### src/rtl/seq_det_pkg.sv
`default_nettype none
// ============================================================================
// Module      : seq_det_pkg
// Description : Shared types and helpers for the programmable sequence
//               detector: one-hot FSM state encoding, default pattern length
//               and the compare-mask builder.
// Revision    : 1.0 - initial release
// ============================================================================
package seq_det_pkg;

    localparam int DEF_MAX_LEN = 8;

    // Mask builder width; callers size-cast the result down to MAX_LEN.
    localparam int MASK_W = 64;

    typedef enum logic [2:0] {
        DISABLED = 3'b001,
        FILL     = 3'b010,
        RUN      = 3'b100
    } state_t;

    // Mask with the low 'len' bits set.
    function automatic logic [MASK_W-1:0] len_mask(input int len);
        logic [MASK_W-1:0] m;
        m = '0;
        for (int i = 0; i < MASK_W; i++) begin
            m[i] = (i < len);
        end
        return m;
    endfunction

endpackage
`default_nettype wire

### src/rtl/seq_det_prog_if.sv
`default_nettype none
// ============================================================================
// Module      : seq_det_prog_if
// Description : Configuration, serial-stream and result signals of the
//               programmable sequence detector.
// Revision    : 1.0 - initial release
// ============================================================================
interface seq_det_prog_if #(
    parameter int MAX_LEN = 8,
    parameter int CNT_W   = 8
);
    localparam int LEN_W = $clog2(MAX_LEN + 1);

    logic               cfg_load;
    logic [MAX_LEN-1:0] cfg_pattern;
    logic [LEN_W-1:0]   cfg_len;
    logic               cfg_overlap;
    logic               in_valid;
    logic               in_bit;
    logic               out;
    logic [CNT_W-1:0]   match_cnt;
    logic               cfg_err;

    modport master (
        output cfg_load, cfg_pattern, cfg_len, cfg_overlap, in_valid, in_bit,
        input  out, match_cnt, cfg_err
    );

    modport slave (
        input  cfg_load, cfg_pattern, cfg_len, cfg_overlap, in_valid, in_bit,
        output out, match_cnt, cfg_err
    );

endinterface
`default_nettype wire

### src/rtl/seq_det_prog_sat_counter.sv
`default_nettype none
// ============================================================================
// Module      : sat_counter
// Description : Up-counter with synchronous clear that holds at all-ones.
// Revision    : 1.0 - initial release
// ============================================================================
module sat_counter #(
    parameter int W = 8
) (
    input  wire logic         clk,
    input  wire logic         rst,
    input  wire logic         clr,
    input  wire logic         inc,
    output logic [W-1:0]      cnt
);

    // Count up on inc, clear wins over inc, never wrap past all-ones.
    always_ff @(posedge clk or posedge rst) begin
        if (rst) begin
            cnt <= '0;
        end else if (clr) begin
            cnt <= '0;
        end else if (inc && (cnt != '1)) begin
            cnt <= cnt + 1'b1;
        end
    end

endmodule
`default_nettype wire

### src/rtl/seq_det_prog.sv
`default_nettype none
// ============================================================================
// Module      : seq_det_prog
// Description : Runtime-programmable Mealy serial-pattern detector with
//               valid qualifier, overlap mode, saturating match counter and
//               configuration-error flag.
// Revision    : 1.0 - initial release
// ============================================================================
module seq_det_prog
    import seq_det_pkg::*;
#(
    parameter int MAX_LEN = DEF_MAX_LEN,
    parameter int CNT_W   = 8
) (
    input  wire logic        clk,
    input  wire logic        rst,
    seq_det_prog_if.slave    bus
);

    localparam int               LEN_W     = $clog2(MAX_LEN + 1);
    localparam logic [LEN_W-1:0] MAX_LEN_L = LEN_W'(MAX_LEN);
    localparam logic [LEN_W-1:0] ONE_L     = LEN_W'(1);

    state_t             state, state_nxt;
    logic [MAX_LEN-1:0] hist, hist_nxt;
    logic [LEN_W-1:0]   fill, fill_nxt;
    logic [MAX_LEN-1:0] pat_q;
    logic [LEN_W-1:0]   len_q;
    logic               ovl_q;
    logic               err_q;

    logic               len_legal;
    logic [MAX_LEN-1:0] shifted;
    logic [MAX_LEN-1:0] mask;
    logic               hit;
    logic               last_fill;
    logic               match;

    assign len_legal = (bus.cfg_len != '0) && (bus.cfg_len <= MAX_LEN_L);
    assign shifted   = {hist[MAX_LEN-2:0], bus.in_bit};
    assign mask      = MAX_LEN'(len_mask(int'(len_q)));
    assign hit       = ((shifted ^ pat_q) & mask) == '0;
    // The incoming bit completes the window when fill + 1 reaches len_q.
    assign last_fill = ({1'b0, fill} + {{LEN_W{1'b0}}, 1'b1}) >= {1'b0, len_q};
    // A load cycle discards the bit, so it can never produce a match.
    assign match     = !bus.cfg_load && bus.in_valid && hit &&
                       ((state == RUN) || ((state == FILL) && last_fill));

    assign bus.out     = match;
    assign bus.cfg_err = err_q;

    // FSM state and bit history registers.
    always_ff @(posedge clk or posedge rst) begin
        if (rst) begin
            state <= DISABLED;
            hist  <= '0;
            fill  <= '0;
        end else begin
            state <= state_nxt;
            hist  <= hist_nxt;
            fill  <= fill_nxt;
        end
    end

    // Next state / history: load restarts, valid bits shift, non-overlap match clears.
    always_comb begin
        state_nxt = state;
        hist_nxt  = hist;
        fill_nxt  = fill;
        if (bus.cfg_load) begin
            hist_nxt  = '0;
            fill_nxt  = '0;
            state_nxt = len_legal ? FILL : DISABLED;
        end else if (bus.in_valid && (state != DISABLED)) begin
            if (match && !ovl_q) begin
                hist_nxt  = '0;
                fill_nxt  = '0;
                // A one-bit pattern is complete on every bit, so FILL is skipped.
                state_nxt = (len_q == ONE_L) ? RUN : FILL;
            end else begin
                hist_nxt = shifted;
                if (fill != MAX_LEN_L) begin
                    fill_nxt = fill + ONE_L;
                end
                if ((state == FILL) && last_fill) begin
                    state_nxt = RUN;
                end
            end
        end
    end

    // Configuration capture and error flag, updated only by a load.
    always_ff @(posedge clk or posedge rst) begin
        if (rst) begin
            pat_q <= '0;
            len_q <= '0;
            ovl_q <= 1'b0;
            err_q <= 1'b0;
        end else if (bus.cfg_load) begin
            pat_q <= bus.cfg_pattern;
            len_q <= bus.cfg_len;
            ovl_q <= bus.cfg_overlap;
            err_q <= !len_legal;
        end
    end

    sat_counter #(
        .W (CNT_W)
    ) u_match_cnt (
        .clk (clk),
        .rst (rst),
        .clr (bus.cfg_load),
        .inc (match),
        .cnt (bus.match_cnt)
    );

endmodule
`default_nettype wire

### src/flat_wrapper.sv
// flat-port wrapper written by rule: the top's interface ports become plain ports
module seq_det_prog_flat import seq_det_pkg::*;
#(
    parameter int MAX_LEN = DEF_MAX_LEN,
    parameter int CNT_W   = 8
)
  (clk, rst, bus_cfg_load, bus_cfg_pattern, bus_cfg_len, bus_cfg_overlap, bus_in_valid, bus_in_bit, bus_out, bus_match_cnt, bus_cfg_err);
  seq_det_prog_if #(.MAX_LEN(MAX_LEN), .CNT_W(CNT_W)) bus_i ();
  input  wire logic clk;
  input  wire logic rst;
  input wire logic [$bits(bus_i.cfg_load)-1:0] bus_cfg_load;
  input wire logic [$bits(bus_i.cfg_pattern)-1:0] bus_cfg_pattern;
  input wire logic [$bits(bus_i.cfg_len)-1:0] bus_cfg_len;
  input wire logic [$bits(bus_i.cfg_overlap)-1:0] bus_cfg_overlap;
  input wire logic [$bits(bus_i.in_valid)-1:0] bus_in_valid;
  input wire logic [$bits(bus_i.in_bit)-1:0] bus_in_bit;
  output wire logic [$bits(bus_i.out)-1:0] bus_out;
  output wire logic [$bits(bus_i.match_cnt)-1:0] bus_match_cnt;
  output wire logic [$bits(bus_i.cfg_err)-1:0] bus_cfg_err;
  assign bus_i.cfg_load = bus_cfg_load;
  assign bus_i.cfg_pattern = bus_cfg_pattern;
  assign bus_i.cfg_len = bus_cfg_len;
  assign bus_i.cfg_overlap = bus_cfg_overlap;
  assign bus_i.in_valid = bus_in_valid;
  assign bus_i.in_bit = bus_in_bit;
  assign bus_out = bus_i.out;
  assign bus_match_cnt = bus_i.match_cnt;
  assign bus_cfg_err = bus_i.cfg_err;
  seq_det_prog #(.MAX_LEN(MAX_LEN), .CNT_W(CNT_W)) u_core (.clk(clk), .rst(rst), .bus(bus_i));
endmodule
### config.mk
export PLATFORM = sky130hd
export DESIGN_NAME = seq_det_prog_flat
export DESIGN_NICKNAME = d
export VERILOG_FILES = /design/src/rtl/seq_det_pkg.sv /design/src/rtl/seq_det_prog_if.sv /design/src/rtl/seq_det_prog_sat_counter.sv /design/src/rtl/seq_det_prog.sv /design/src/flat_wrapper.sv
export SDC_FILE = /design/constraint.sdc
export NUM_CORES = 1
export LEC_CHECK = 0
export CORE_ASPECT_RATIO = 2
export CORE_UTILIZATION = 60
export DETAILED_ROUTE_END_ITERATION = 16
export DONT_BUFFER_PORTS = 1
export PLACE_DENSITY_LB_ADDON = 0.2
export SETUP_SLACK_MARGIN = 0.2
export SYNTH_ARGS = -nofsm -noshare
export SYNTH_HDL_FRONTEND = slang
export SYNTH_SLANG_ARGS = --single-unit
### constraint.sdc
create_clock -name clk -period 6.8 [get_ports clk]
set_input_delay 1.02 -clock clk [delete_from_list [all_inputs] [get_ports clk]]
set_output_delay 1.02 -clock clk [all_outputs]
set_load 0.01 [all_outputs]
# Word level (Yosys, flattened, before mapping)

Index checks and enable logic that the tools add are counted.

Flip-flop bits (word level): 36
Input port bits: 18
Word-level logic and storage cells: 64

$add $sub $neg: 3
$lt $le $gt $ge: 10
Equal/unequal tests: 6
Multiplexer cells: 15
Bitwise operators: 2
Reduce and logical (&&, ||, !) cells: 20

Operators by type and width:

| kind                                                                 | count |
|---|---|
| 7-bit two-way mux                                                    | 3 |
| 3-bit by 4-bit < comparator with 1-bit output (first input constant) | 4 |
| 4-bit two-way mux                                                    | 4 |
| 8-bit two-way mux                                                    | 2 |
| 3-bit two-way mux                                                    | 5 |
| 8-bit by 1-bit adder with 8-bit output (second input constant)       | 1 |
| 8-bit bitwise AND                                                    | 1 |
| 1-bit logical AND                                                    | 8 |
| 8-bit zero test                                                      | 1 |
| 1-bit by 4-bit < comparator with 1-bit output (first input constant) | 2 |
| 2-bit by 4-bit < comparator with 1-bit output (first input constant) | 2 |
| 8-bit inequality test (second input constant)                        | 1 |
| 8-bit bitwise XOR                                                    | 1 |
| 3-bit nonzero test                                                   | 2 |
| 4-bit by 1-bit adder with 5-bit output (second input constant)       | 1 |
| 5-bit by 4-bit >= comparator with 1-bit output                       | 1 |
| 4-bit by 1-bit adder with 4-bit output (second input constant)       | 1 |
| 4-bit by 1-bit == test with 1-bit output (second input constant)     | 1 |
| 4-bit <= comparator (second input constant)                          | 1 |
| 4-bit inequality test (second input constant)                        | 1 |
| 2-bit AND reduction                                                  | 2 |
| 2-bit nonzero test                                                   | 2 |
| 4-bit nonzero test                                                   | 1 |
| 3-bit by 2-bit == test with 1-bit output (second input constant)     | 1 |
| 5 further kinds                                                      | 7 |

# Logic depth before layout (Yosys ltp)

Gate-level depths: netlist of the first run.

Word-level depth: 9
Gate-level depth with buffers: 11
Gate-level depth less buffers: 10

# Cells and area by module

A second synthesis of the first run with hierarchy kept.

Cell total of the unflattened synthesis: 192
Area total of the unflattened synthesis: 2005.7 µm²

Modules (own cells, without submodules):

| module       | times used | cells an instance | area each (µm²) | sequential area each (µm²) |
|---|---|---|---|---|
| seq_det_prog | 1          | 143               | 1501.4          | 701.9 |
| sat_counter  | 1          | 49                | 504.2           | 200.2 |

# Worst setup path after synthesis of the first run

OpenSTA, ideal clock, no wires.

Path kind: input-to-output
Start point: input port bus_in_bit
End point: output port bus_out
Data arrival time: 2252 ps
Data required time: 5780 ps
Slack: 3528 ps
Stages: 6
Cell sequence: xor2_1 a2111oi_2 o221ai_1 a211o_1 buf_2 inv_2

Word-level cells in the longest chain between the ends: 5

Ends and longest elaborated chain:

| what                            | line               | source |
|---|---|---|
| from (decl)                     | flat_wrapper.sv:16 | `input wire logic [$bits(bus_i.in_bit)-1:0] bus_in_bit;` |
| 8-bit bitwise XOR               | seq_det_prog.sv:42 | `assign hit = ((shifted ^ pat_q) & mask) == '0;` |
| 8-bit bitwise AND               | seq_det_prog.sv:42 |  |
| 8-bit zero test                 | seq_det_prog.sv:42 |  |
| 1-bit logical AND (2 in series) | seq_det_prog.sv:46 | `assign match = !bus.cfg_load && bus.in_valid && hit &&` |
| to (decl)                       | flat_wrapper.sv:17 | `output wire logic [$bits(bus_i.out)-1:0] bus_out;` |

Every way passes these cells.

# Worst setup path in the final report of the first run

Start point: register u_core.fill[0]
End point: output port bus_out

Word-level cells in the longest chain between the ends: 5

Ends and longest elaborated chain:

| what                                           | line               | source |
|---|---|---|
| from (decl)                                    | seq_det_prog.sv:26 | `logic [LEN_W-1:0] fill, fill_nxt;` |
| from (signal assigned)                         | seq_det_prog.sv:61 | `fill <= fill_nxt;` |
| 4-bit by 1-bit adder with 5-bit output         | seq_det_prog.sv:44 | `assign last_fill = ({1'b0, fill} + {{LEN_W{1'b0}}, 1'b1}) >= {1'b0, len_q};` |
| 5-bit by 4-bit >= comparator with 1-bit output | seq_det_prog.sv:44 |  |
| 1-bit logical AND                              | seq_det_prog.sv:47 | `((state == RUN) \|\| ((state == FILL) && last_fill));` |
| 1-bit logical OR                               | seq_det_prog.sv:47 |  |
| 1-bit logical AND                              | seq_det_prog.sv:46 |  |

Every way passes these cells.

==> results.txt, run 1 <==
----------------------------------------------------
[Worst setup path]
  Endpoint class of the critical path ... output port
  Startpoint kind of the worst setup timing path ... flop
  Most used cell along the critical path ... sky130_fd_sc_hd__ha_1
  Required time worst endpoint ... 5.78 ns
  Internal reg-to-reg setup slack ... 3.64 ns
  CP cell instances ... inv_1 > ha_1 > ha_1 > or3b_1 > o2111ai_1 > a311o_1 > a211o_1 > inv_2
  Worst path slowest cell ... sky130_fd_sc_hd__dfrtp_1
  Worst-path maximum fanout ... 13
  Signal arrival time at the worst endpoint ... 2.61 ns
  Max stage delay on crit path ... 0.42 ns
  Type of the setup path with the least slack ... reg -> out

[Timing]
  Total setup violations reported at the end of the flow ... 0
  Number of hold-slack violations in the final timing report ... 0
  Post-route fraction of the period consumed by the critical path ... 53.4%
  Clk_skew ... 0.00649 ns
  Slew at the pin with the worst max-slew slack ... 1.17 ns
  Setup repair after global routing missed its margin ... no
  Tightest slew margin relative to the limit ... 22.0%
  Final critical delay including setup and external delays ... 3.63 ns
  Tightest hold margin ... 0.506 ns
  Final count of pins violating max slew ... 0
  Setup tns final ... 0 ns
  Fmax achieved ... 275 MHz

[Global routing]
  Total routing resource utilization after global routing ... 26.1%
  Met2 layer usage reported by global route ... 48.3%
  Met1 layer usage reported by global route ... 26.1%
  Wire length of the first global-routing pass ... 6.72 mm
  Met3 capacity usage during global routing ... 3.91%
  Number of global-route vias before repair ... 1501
  Gr busiest metal ... met2
  Antenna violations before repair ... 0
  Gr ovfl total ... 0
  Pin count of the biggest net entering global routing ... 45

[Clock network]
  Bufs on Longest Clock Path ... 2
  Post_cts resized ... 0
  CTS tree ... yes
  CTS H-tree lvls ... 2
  Clock transition time at the flip-flop clock pins of the worst setup and hold paths ... 0.07 ns
  Clock tree root driver cell ... sky130_fd_sc_hd__clkbuf_8
  Hold buffers post-CTS ... 0
  Post-CTS setup buffer count ... 0
  Worst-skew pair later-pin latency ... 0.29 ns
  Number of sinks driven by the clock tree ... 36
  CTS Buf Count ... 5

[Synthesis]
  Count of state elements after synthesis ... 36
  Share of synthesized flip-flops with an asynchronous set or reset ... 100%
  Top_reg_cell synth ... sky130_fd_sc_hd__dfrtp_1
  Avg Inst Size Synth ... 10.2 µm²
  Count of unique library cells instantiated by Yosys ... 43
  Synthesized cell area ... 0.00196 mm²
  Number of enable flip-flop cells after synthesis ... 0
  Yosys warnings ... 0
  Number of standard cells after synthesis ... 192
  Net count of the mapped netlist ... 217
  Sequential area share after synthesis ... 46.1%

[Layout]
  Final Instance Count excl. Fillers ... 225
  Ratio of cells with drive above 1 in the final layout ... 8.25%
  Commonest non-fill, non-tap cells in the layout ... sky130_fd_sc_hd__dfrtp_1 (35), sky130_fd_sc_hd__nand2_1 (15), sky130_fd_sc_hd__nor2_1 (13)
  Area added between synthesis and finish ... 6.01%
  Number of antenna diodes ... 0
  Final Net Count ... 218
  Commonest non-fill, non-tap cell in the layout ... sky130_fd_sc_hd__dfrtp_1
  Post-layout instance area ... 0.00207 mm²

[Floorplanning]
  Die span in x ... 42.4 µm
  Vertical die dimension ... 82.8 µm
  Area inside the core boundary ... 0.00312 mm²
  Effective utilization at floorplan ... 62.7%
  Number of I/O pins ... 28
  Standard-cell row count ... 29
  Full die area ... 0.00351 mm²

[Routing]
  Routed wirelength normalized by instance count ... 17.9 µm
  Pre-Repair DR Iteration Count ... 5
  Count of unresolved DRC violations after routing ... 0
  Total wire length ... 4.03 mm
  Vias per cell ... 6.56
  Vias ... 1475
  Initial DRC Count ... 44
  Detail Route Antenna Nets ... 0

[Place]
  Port bufs ... 0
  Placement Cell Area ... 0.00197 mm²
  Number of cells after detailed placement ... 217
  Estimated wirelength of the detail-placed design ... 2.99 mm
  Gp weighted congestion ... 0.892

[Outcome]
  Result of the run ... complete, no violations

[Power and ir drop]
  Total power ... 459 µW
  Cell area power density ... 221 mW/mm²
  Static leakage ... 0.917 nW
  Worst supply voltage drop on vdd ... 0.202 mV

[Hold path]
  Worst hold path type ... reg -> reg

[Run]
  Max-Cap Viols ... 0

----------------------------------------------------
-- critical path: cells and delay by family (launching register included) --
| kind | cells | cell delay (ns) |
|---|---|---|
| compound gates | 3 | 0.80 |
| fa+ha+maj | 2 | 0.55 |
| flops | 1 | 0.42 |
| simple gates | 1 | 0.35 |
| buf+inv | 2 | 0.21 |
-- cell type report --
type / count / area [µm²]
tap: 31 / 38.8
inverter: 14 / 52.6
timing repair buffer: 1 / 7.51
clock buffer: 8 / 100
fill: 256 / 1050
sequential: 36 / 902
multi-input combinational: 135 / 973
-- flip-flops by register name, summed over array words and instances (netlist names) --
register and count:
u_core.bus.cfg_err 1, u_core.fill 4, u_core.pat_q 8, u_core.u_match_cnt.cnt 8, u_core.len_q 4, u_core.hist 7, u_core.ovl_q 1, u_core.state 3
-- logic make-up (layout without fill, tap and decap cells) --
| logic type | after synthesis | after routing | synth area share (%) |
|---|---|---|---|
| xor gates and xnor gates | 13 | 13 | 5.82 |
| adders and majority gates | 7 | 7 | 4.48 |
| DFF | 36 | 36 | 46.1 |
| and+or+nand+nor | 55 | 55 | 14.0 |
| AOI/OAI and AO/OA | 47 | 47 | 18.0 |
| buffers and inverters | 21 | 23 | 4.16 |
| muxes | 13 | 13 | 7.42 |
-- routing by layer --
metal | up-vias | wire, µm
met3 | 11 | 107
met5 | - | 0
met2 | 34 | 2330
met4 | 0 | 126
met1 | 734 | 1470
li1 | 696 | -
-- through the flow --
stage	setup slack, ns	utilization (%)
floorplan	3.53	-
finish	3.17	66.5
CTS	3.18	66.5
detailed placement	3.42	63.3
global placement	3.47	63.3
global route	3.01	66.5
-- synth_stat cells (2+ instances only) --
master,n,area share [%]
sky130_fd_sc_hd__o21ai_1,5,1.3
sky130_fd_sc_hd__or3_1,2,0.64
sky130_fd_sc_hd__mux2_1,11,6.3
sky130_fd_sc_hd__clkbuf_1,5,0.96
sky130_fd_sc_hd__o21ai_0,4,1.0
sky130_fd_sc_hd__nor2_1,13,2.5
sky130_fd_sc_hd__a2bb2oi_1,7,3.1
sky130_fd_sc_hd__a211o_1,2,0.90
sky130_fd_sc_hd__nand2_1,15,2.9
sky130_fd_sc_hd__a21oi_1,8,2.0
sky130_fd_sc_hd__or3b_1,2,0.90
sky130_fd_sc_hd__dfrtp_1,35,45
sky130_fd_sc_hd__a311oi_1,2,0.90
sky130_fd_sc_hd__or4_1,2,0.77
sky130_fd_sc_hd__xor2_1,10,4.5
sky130_fd_sc_hd__nor3_1,7,1.8
sky130_fd_sc_hd__buf_2,2,0.51
sky130_fd_sc_hd__nand3_1,5,1.3
sky130_fd_sc_hd__a31oi_1,2,0.64
sky130_fd_sc_hd__o31ai_1,5,1.9
sky130_fd_sc_hd__nor2b_1,2,0.64
sky130_fd_sc_hd__ha_1,7,4.5
sky130_fd_sc_hd__inv_1,11,2.1
sky130_fd_sc_hd__inv_2,3,0.58
sky130_fd_sc_hd__a211oi_1,3,1.2
sky130_fd_sc_hd__xnor2_1,3,1.3
sky130_fd_sc_hd__a2111oi_2,3,2.3
-- worst paths after layout --
kind                                        startpoint                     endpoint  cells past startpoint
setup / recovery            u_core.fill[0]$_DFFE_PP0P_                      bus_out                      8
hold / removal             u_core.pat_q[6]$_DFFE_PP0P_  u_core.pat_q[6]$_DFFE_PP0P_                      1
setup reg to reg            u_core.fill[0]$_DFFE_PP0P_   u_core.fill[2]$_DFFE_PP0P_                      8
hold reg to reg            u_core.pat_q[6]$_DFFE_PP0P_  u_core.pat_q[6]$_DFFE_PP0P_                      1
max in group asynchronous                          rst  u_core.state[0]$_DFFE_PP1P_                      2
min in group asynchronous                          rst  u_core.state[1]$_DFFE_PP0P_                      2
-- report_power, final --
group | switching (mW) | internal, mW | leakage, nW | total (mW)
Combinational | 0.0299 | 0.0224 | 0.401 | 0.0523
Sequential | 0.0143 | 0.227 | 0.465 | 0.241
Clock | 0.0728 | 0.0924 | 0.0515 | 0.165
Total | 0.117 | 0.342 | 0.917 | 0.459
Note: power is estimated with default switching activity, not from simulation.
==> run 2, diff against run 1 <==
==> constraint.sdc (replaced) <==
create_clock -name clk -period 3.6 [get_ports clk]
set_input_delay 0.54 -clock clk [delete_from_list [all_inputs] [get_ports clk]]
set_output_delay 0.54 -clock clk [all_outputs]
set_load 0.01 [all_outputs]
==> results.txt, run 2 (synthesized netlist as in run 1, its figures left out) <==
----------------------------------------------------
[Clock network]
  Number of sinks driven by the clock tree ... 36 (unchanged)
  Post-CTS setup buffer count ... 0 (unchanged)
  Hold buffers post-CTS ... 0 (unchanged)
  CTS tree ... yes
  CTS Buf Count ... 5 (unchanged)
  Clock tree root driver cell ... sky130_fd_sc_hd__clkbuf_8
  Bufs on Longest Clock Path ... 2 (unchanged)
  Post_cts resized ... 0 (unchanged)
  CTS H-tree lvls ... 2 (unchanged)
  Clock transition time at the flip-flop clock pins of the worst setup and hold paths ... 0.07 ns (about the same)
  Worst-skew pair later-pin latency ... 0.29 ns (about the same)

[Worst setup path]
  Endpoint class of the critical path ... output port
  Type of the setup path with the least slack ... reg -> out
  Max stage delay on crit path ... 0.40 ns (-0.02 ns)
  Required time worst endpoint ... 3.06 ns (-2.72 ns)
  Most used cell along the critical path ... sky130_fd_sc_hd__ha_1
  Startpoint kind of the worst setup timing path ... flop
  Number of cells on the worst reg-to-reg path ... 8 (unchanged)
  Signal arrival time at the worst endpoint ... 2.62 ns (about the same)
  Worst path slowest cell ... sky130_fd_sc_hd__dfrtp_1
  CP cell instances ... inv_1 > ha_1 > ha_1 > or3b_1 > o2111ai_1 > a311o_1 > a211o_1 > inv_2
  Worst-path maximum fanout ... 13 (unchanged)

[Run]
  Max-Cap Viols ... 0 (unchanged)

[Routing]
  Pre-Repair DR Iteration Count ... 4 (-1)
  Met3 WL ... 143 µm (+34%)
  Routed wirelength normalized by instance count ... 17.7 µm (-1.1%)
  Vias ... 1486 (+0.75%)
  Met1 routed wirelength after detailed routing ... 1.41 mm (-3.6%)
  Highest routing layer actually used ... met4
  Detail Route Antenna Nets ... 0 (unchanged)
  Total length of routed met2 wires ... 2.36 mm (+1.3%)
  Vias per cell ... 6.55 (-0.14%)
  Initial DRC Count ... 26 (-41%)
  Count of unresolved DRC violations after routing ... 0 (unchanged)
  Total wire length ... 4.02 mm (-0.22%)

[Timing]
  Number of hold-slack violations in the final timing report ... 0 (unchanged)
  Slew at the pin with the worst max-slew slack ... 0.893 ns (-0.274 ns)
  Final count of pins violating max slew ... 0 (unchanged)
  Clk_skew ... 0.00877 ns (+0.00227 ns)
  Setup tns final ... 0 ns (unchanged)
  Fmax achieved ... 317 MHz
  Tightest hold margin ... 0.244 ns (-0.263 ns)
  Tightest slew margin relative to the limit ... 39.9% (+18 points)
  Final WS setup ... 0.443 ns (-2.73 ns)
  Total setup violations reported at the end of the flow ... 0 (unchanged)
  Setup repair after global routing missed its margin ... no
  Post-route fraction of the period consumed by the critical path ... 87.7%
  Final critical delay including setup and external delays ... 3.16 ns

[Layout]
  Commonest non-fill, non-tap cell in the layout ... sky130_fd_sc_hd__dfrtp_1
  Core occupancy in the finished layout ... 66.6% (+0.16 points)
  Area added between synthesis and finish ... 6.27%
  Ratio of cells with drive above 1 in the final layout ... 8.67% (+0.43 points)
  Top flop regs ... u_core.pat_q (8), u_core.u_match_cnt.cnt (8), u_core.hist (7)
  Number of antenna diodes ... 0 (unchanged)
  Post-layout instance area ... 0.00208 mm² (+0.24%)
  Final Net Count ... 220 (+0.92%)
  Final Instance Count excl. Fillers ... 227 (+0.89%)
  Commonest non-fill, non-tap cells in the layout ... sky130_fd_sc_hd__dfrtp_1 (35), sky130_fd_sc_hd__nand2_1 (15), sky130_fd_sc_hd__nor2_1 (13)

[Outcome]
  Result of the run ... complete, no violations

[Global routing]
  Antenna violations before repair ... 0 (unchanged)
  Total routing resource utilization after global routing ... 25.2% (-0.89 points)
  Gr ovfl total ... 0 (unchanged)
  Number of global-route vias before repair ... 1536 (+2.3%)
  Wire length of the first global-routing pass ... 6.58 mm (-2.2%)
  Pin count of the biggest net entering global routing ... 45 (unchanged)

[Hold path]
  Worst hold path type ... in -> async

[Place]
  Port bufs ... 0 (unchanged)
  Gp weighted congestion ... 0.867 (-2.8%)
  Placement Cell Area ... 0.00199 mm² (+0.76%)
  Number of cells after detailed placement ... 219 (+0.92%)
  Setup WS pre-CTS ... 0.798 ns (-2.62 ns)
  Estimated wirelength of the detail-placed design ... 2.93 mm (-2.0%)

[Floorplanning]
  Vertical die dimension ... 82.8 µm (unchanged)
  Standard-cell row count ... 29 (unchanged)
  Effective utilization at floorplan ... 62.7% (unchanged)
  Number of I/O pins ... 28 (unchanged)
  Area inside the core boundary ... 0.00312 mm² (unchanged)
  Die span in x ... 42.4 µm (unchanged)
  Full die area ... 0.00351 mm² (unchanged)

[Power and ir drop]
  Worst supply voltage drop on vdd ... 0.294 mV (+46%)
  Cell area power density ... 407 mW/mm² (+84%)
  Total power ... 846 µW (+84%)
  Static leakage ... 0.922 nW (+0.48%)

----------------------------------------------------
[run 2: cell type report]
cell class / instances / area (µm²)
Fill cell: 252 / 1040
Multi-Input combinational cell: 135 / 973
Tap cell: 31 / 38.8
Inverter: 14 / 52.6
Sequential cell: 36 / 902
Clock buffer: 8 / 90.1
Timing Repair Buffer: 3 / 22.5
[run 2: critical path, delay by kind of cell, from the launching register on]
kind / cells / cell delay [ns]
AO/OA/AOI/OAI: 3 / 0.83
adder cells (fa/ha/maj): 2 / 0.55
flip-flops: 1 / 0.40
AND/OR/NAND/NOR: 1 / 0.34
buffers and inverters: 2 / 0.21
[run 2: power by group]
part	total, mW	leakage [nW]	internal (mW)	switching [mW]
logic	0.101	0.411	0.0439	0.0570
registers	0.455	0.465	0.429	0.0263
clock network	0.291	0.0455	0.156	0.135
[run 2: final timing paths]
check | startpoint | end | slack [ns]
min reg2reg | u_core.pat_q[5]$_DFFE_PP0P_ | u_core.pat_q[5]$_DFFE_PP0P_ | 0.52
max reg2reg | u_core.fill[0]$_DFFE_PP0P_ | u_core.u_match_cnt.cnt[3]$_DFFE_PP0P_ | 0.75
max | u_core.fill[0]$_DFFE_PP0P_ | bus_out | 0.44
min in group clk | bus_cfg_load | u_core.u_match_cnt.cnt[3]$_DFFE_PP0P_ | 0.32
min | rst | u_core.state[1]$_DFFE_PP0P_ | 0.24
max in group asynchronous | rst | u_core.state[0]$_DFFE_PP1P_ | 3.02
[run 2: per-layer routing]
layer  vias to the layer above  track usage (%)
li1                        702                -
met1                       732             23.2
met2                        42             50.6
met3                        10             5.00
met4                         0             11.6
met5                         -                0
==> run 3, diff against run 2 <==
--- a/config.mk
+++ b/config.mk
@@ -6,9 +6,9 @@
 export NUM_CORES = 1
 export LEC_CHECK = 0
 export CORE_ASPECT_RATIO = 2
-export CORE_UTILIZATION = 60
+export CORE_MARGIN = 2
+export CORE_UTILIZATION = 54
 export DETAILED_ROUTE_END_ITERATION = 16
-export DONT_BUFFER_PORTS = 1
 export PLACE_DENSITY_LB_ADDON = 0.2
 export SETUP_SLACK_MARGIN = 0.2
 export SYNTH_ARGS = -nofsm -noshare
==> results.txt, run 3 (synthesized netlist as in run 1, its figures left out) <==
----------------------------------------------------
[Timing]
  Total setup violations reported at the end of the flow ... 0 (unchanged)
  Setup tns final ... 0 ns (unchanged)
  Tightest hold margin ... 0.516 ns (+0.272 ns)
  Clk_skew ... 0.00639 ns (-0.00237 ns)
  Post-route fraction of the period consumed by the critical path ... 82.6% (-5.1 points)
  Fmax achieved ... 336 MHz (+6.1%)
  Final count of pins violating max slew ... 0 (unchanged)
  Final critical delay including setup and external delays ... 2.98 ns (-0.182 ns)
  Slew at the pin with the worst max-slew slack ... 0.912 ns (+0.0186 ns)
  Number of hold-slack violations in the final timing report ... 0 (unchanged)
  Tightest slew margin relative to the limit ... 38.7% (-1.3 points)
  Final WS setup ... 0.625 ns (+0.182 ns)
  Setup repair after global routing missed its margin ... no

[Clock network]
  Number of sinks driven by the clock tree ... 36 (unchanged)
  CTS tree ... yes
  Clock transition time at the flip-flop clock pins of the worst setup and hold paths ... 0.07 ns (about the same)
  Clock tree root driver cell ... sky130_fd_sc_hd__clkbuf_8
  Bufs on Longest Clock Path ... 2 (unchanged)
  CTS Buf Count ... 5 (unchanged)
  Worst-skew pair later-pin latency ... 0.29 ns (about the same)
  CTS H-tree lvls ... 2 (unchanged)

[Power and ir drop]
  Cell area power density ... 399 mW/mm² (-1.9%)
  Internal ... 738 µW (+17%)
  Worst supply voltage drop on vdd ... 0.408 mV (+39%)
  Sw Ratio ... 24.2% (-1.5 points)
  Static leakage ... 1.07 nW (+16%)
  Total power ... 973 µW (+15%)
  Power spent charging and discharging nets ... 236 µW (+8.2%)
  Relative contribution of sequential cells to total power ... 46.7% (-7.1 points)
  Proportion of power drawn by combinational gates ... 13.8% (+1.9 points)
  Clock power share ... 39.5% (+5.2 points)

[Floorplanning]
  Vertical die dimension ... 89.1 µm (+7.7%)
  Standard-cell row count ... 31 (+6.9%)
  Effective utilization at floorplan ... 55.4% (-7.3 points)
  Number of I/O pins ... 28 (unchanged)
  Die span in x ... 46.6 µm (+9.9%)
  Full die area ... 0.00415 mm² (+18%)
  Area inside the core boundary ... 0.00353 mm² (+13%)

[Worst setup path]
  R2r startpoint ... u_core.fill[0]$_DFFE_PP0P_
  Launching instance or port of the critical path ... u_core.fill[0]$_DFFE_PP0P_
  Signal arrival time at the worst endpoint ... 2.44 ns (-0.18 ns)
  Worst-path maximum fanout ... 5 (-8)
  Type of the setup path with the least slack ... reg -> out
  Number of cells on the worst reg-to-reg path ... 9 (+1)
  R2R Path End ... u_core.u_match_cnt.cnt[4]$_DFFE_PP0P_
  Internal reg-to-reg setup slack ... 0.76 ns (about the same)
  Startpoint kind of the worst setup timing path ... flop
  Required time worst endpoint ... 3.06 ns (about the same)
  Endpoint class of the critical path ... output port

[Place]
  Gp weighted congestion ... 0.899 (+3.7%)
  Placement Cell Area ... 0.00230 mm² (+15%)
  Setup WS pre-CTS ... 0.329 ns (-0.470 ns)
  Port bufs ... 27 (+27)
  Number of cells after detailed placement ... 266 (+21%)
  Estimated wirelength of the detail-placed design ... 3.01 mm (+2.7%)

[Hold path]
  Endpoint with the worst hold slack ... u_core.pat_q[3]$_DFFE_PP0P_
  Worst hold path type ... reg -> reg
  Cell depth of the worst min-delay path ... 1
  Worst Min Path Start ... u_core.pat_q[3]$_DFFE_PP0P_

[Global routing]
  Number of global-route vias before repair ... 1571 (+2.3%)
  Total routing resource utilization after global routing ... 23.6% (-1.6 points)
  Wire length of the first global-routing pass ... 6.95 mm (+5.7%)
  Pin count of the biggest net entering global routing ... 44 (-2.2%)
  Gr ovfl total ... 0 (unchanged)
  Antenna violations before repair ... 0 (unchanged)

[Outcome]
  Result of the run ... complete, no violations

[Routing]
  Count of unresolved DRC violations after routing ... 0 (unchanged)
  Pre-Repair DR Iteration Count ... 4 (unchanged)
  Detail Route Antenna Nets ... 0 (unchanged)
  Routed wirelength normalized by instance count ... 15.3 µm (-14%)
  Initial DRC Count ... 40 (+54%)
  Total wire length ... 4.20 mm (+4.5%)
  Vias per cell ... 5.79 (-12%)
  Vias ... 1591 (+7.1%)

[Layout]
  Area added between synthesis and finish ... 24.6%
  Final Instance Count excl. Fillers ... 275 (+21%)
  Commonest non-fill, non-tap cell in the layout ... sky130_fd_sc_hd__dfrtp_1
  Core occupancy in the finished layout ... 69.1% (+2.4 points)
  Final Net Count ... 250 (+14%)
  Post-layout instance area ... 0.00244 mm² (+17%)
  Sequential Area ... 905 µm² (+0.28%)
  Commonest non-fill, non-tap cells in the layout ... sky130_fd_sc_hd__dfrtp_1 (33), sky130_fd_sc_hd__clkdlybuf4s50_1 (26), sky130_fd_sc_hd__nand2_1 (15)
  Number of fill cells in the layout ... 277 (+9.9%)
  Top flop regs ... u_core.pat_q (8), u_core.u_match_cnt.cnt (8), u_core.hist (7)
  Ratio of cells with drive above 1 in the final layout ... 11.1% (+2.4 points)
  Multi-input combinational cell area ... 976 µm² (+0.26%)
  Number of antenna diodes ... 0 (unchanged)

[Run]
  Max-Cap Viols ... 0 (unchanged)

----------------------------------------------------
==> run 3: critical path: stages, from the launching register on <==
cell and delay, ns:
sky130_fd_sc_hd__dfrtp_2 0.41, sky130_fd_sc_hd__inv_1 0.08, sky130_fd_sc_hd__ha_1 0.31, sky130_fd_sc_hd__ha_1 0.20, sky130_fd_sc_hd__or3b_1 0.34, sky130_fd_sc_hd__o2111ai_1 0.13, sky130_fd_sc_hd__a311o_1 0.29, sky130_fd_sc_hd__a211o_1 0.18
sky130_fd_sc_hd__inv_2 0.04, sky130_fd_sc_hd__dlymetal6s2s_1 0.16
==> run 3: final cells by class <==
type,count,area share (%)
repair buffers,33,13.0
flip-flops and latches,36,37.1
inverters,14,2.15
clock buffers,7,3.95
multi-input cells,135,40.0
clock inverters,1,1.23
well taps,49,2.51
==> run 3: timing repair <==
item	4_1_cts	5_1_grt
resized for setup	0	4
buffers inserted	0	1
hold buffers	0	0
setup endpoints to repair	0	1
==> run 3: how the worst max path moves through the flow <==
stage | endpoint | slack, ns | cells after the start
4_1_cts | bus_out | 0.27 | 8
5_1_grt | bus_out | 0.48 | 9
3_3_place_gp | bus_out | 0.39 | 7
3_5_place_dp | bus_out | 0.33 | 7
2_1_floorplan | bus_out | 1.01 | 9
6_report | bus_out | 0.62 | 9
==> run 3: power groups by stage <==
stage               logic [mW]  clock network (mW)  registers [mW]
floorplan               0.0850                   0           0.455
global placement         0.128                   0           0.460
CTS                      0.134               0.391           0.454
global route             0.150               0.407           0.457
detailed placement       0.131                   0           0.461
finish                   0.134               0.384           0.455
==> run 3: metal layers <==
layer  GRT usage (%)  share of wire (%)  vias up
met1            29.1                 42      786
met4            10.6                3.0        0
met3            4.44                3.2       12
met2            38.6                 52       32
li1                -                  -      761
met5               0                  0        -
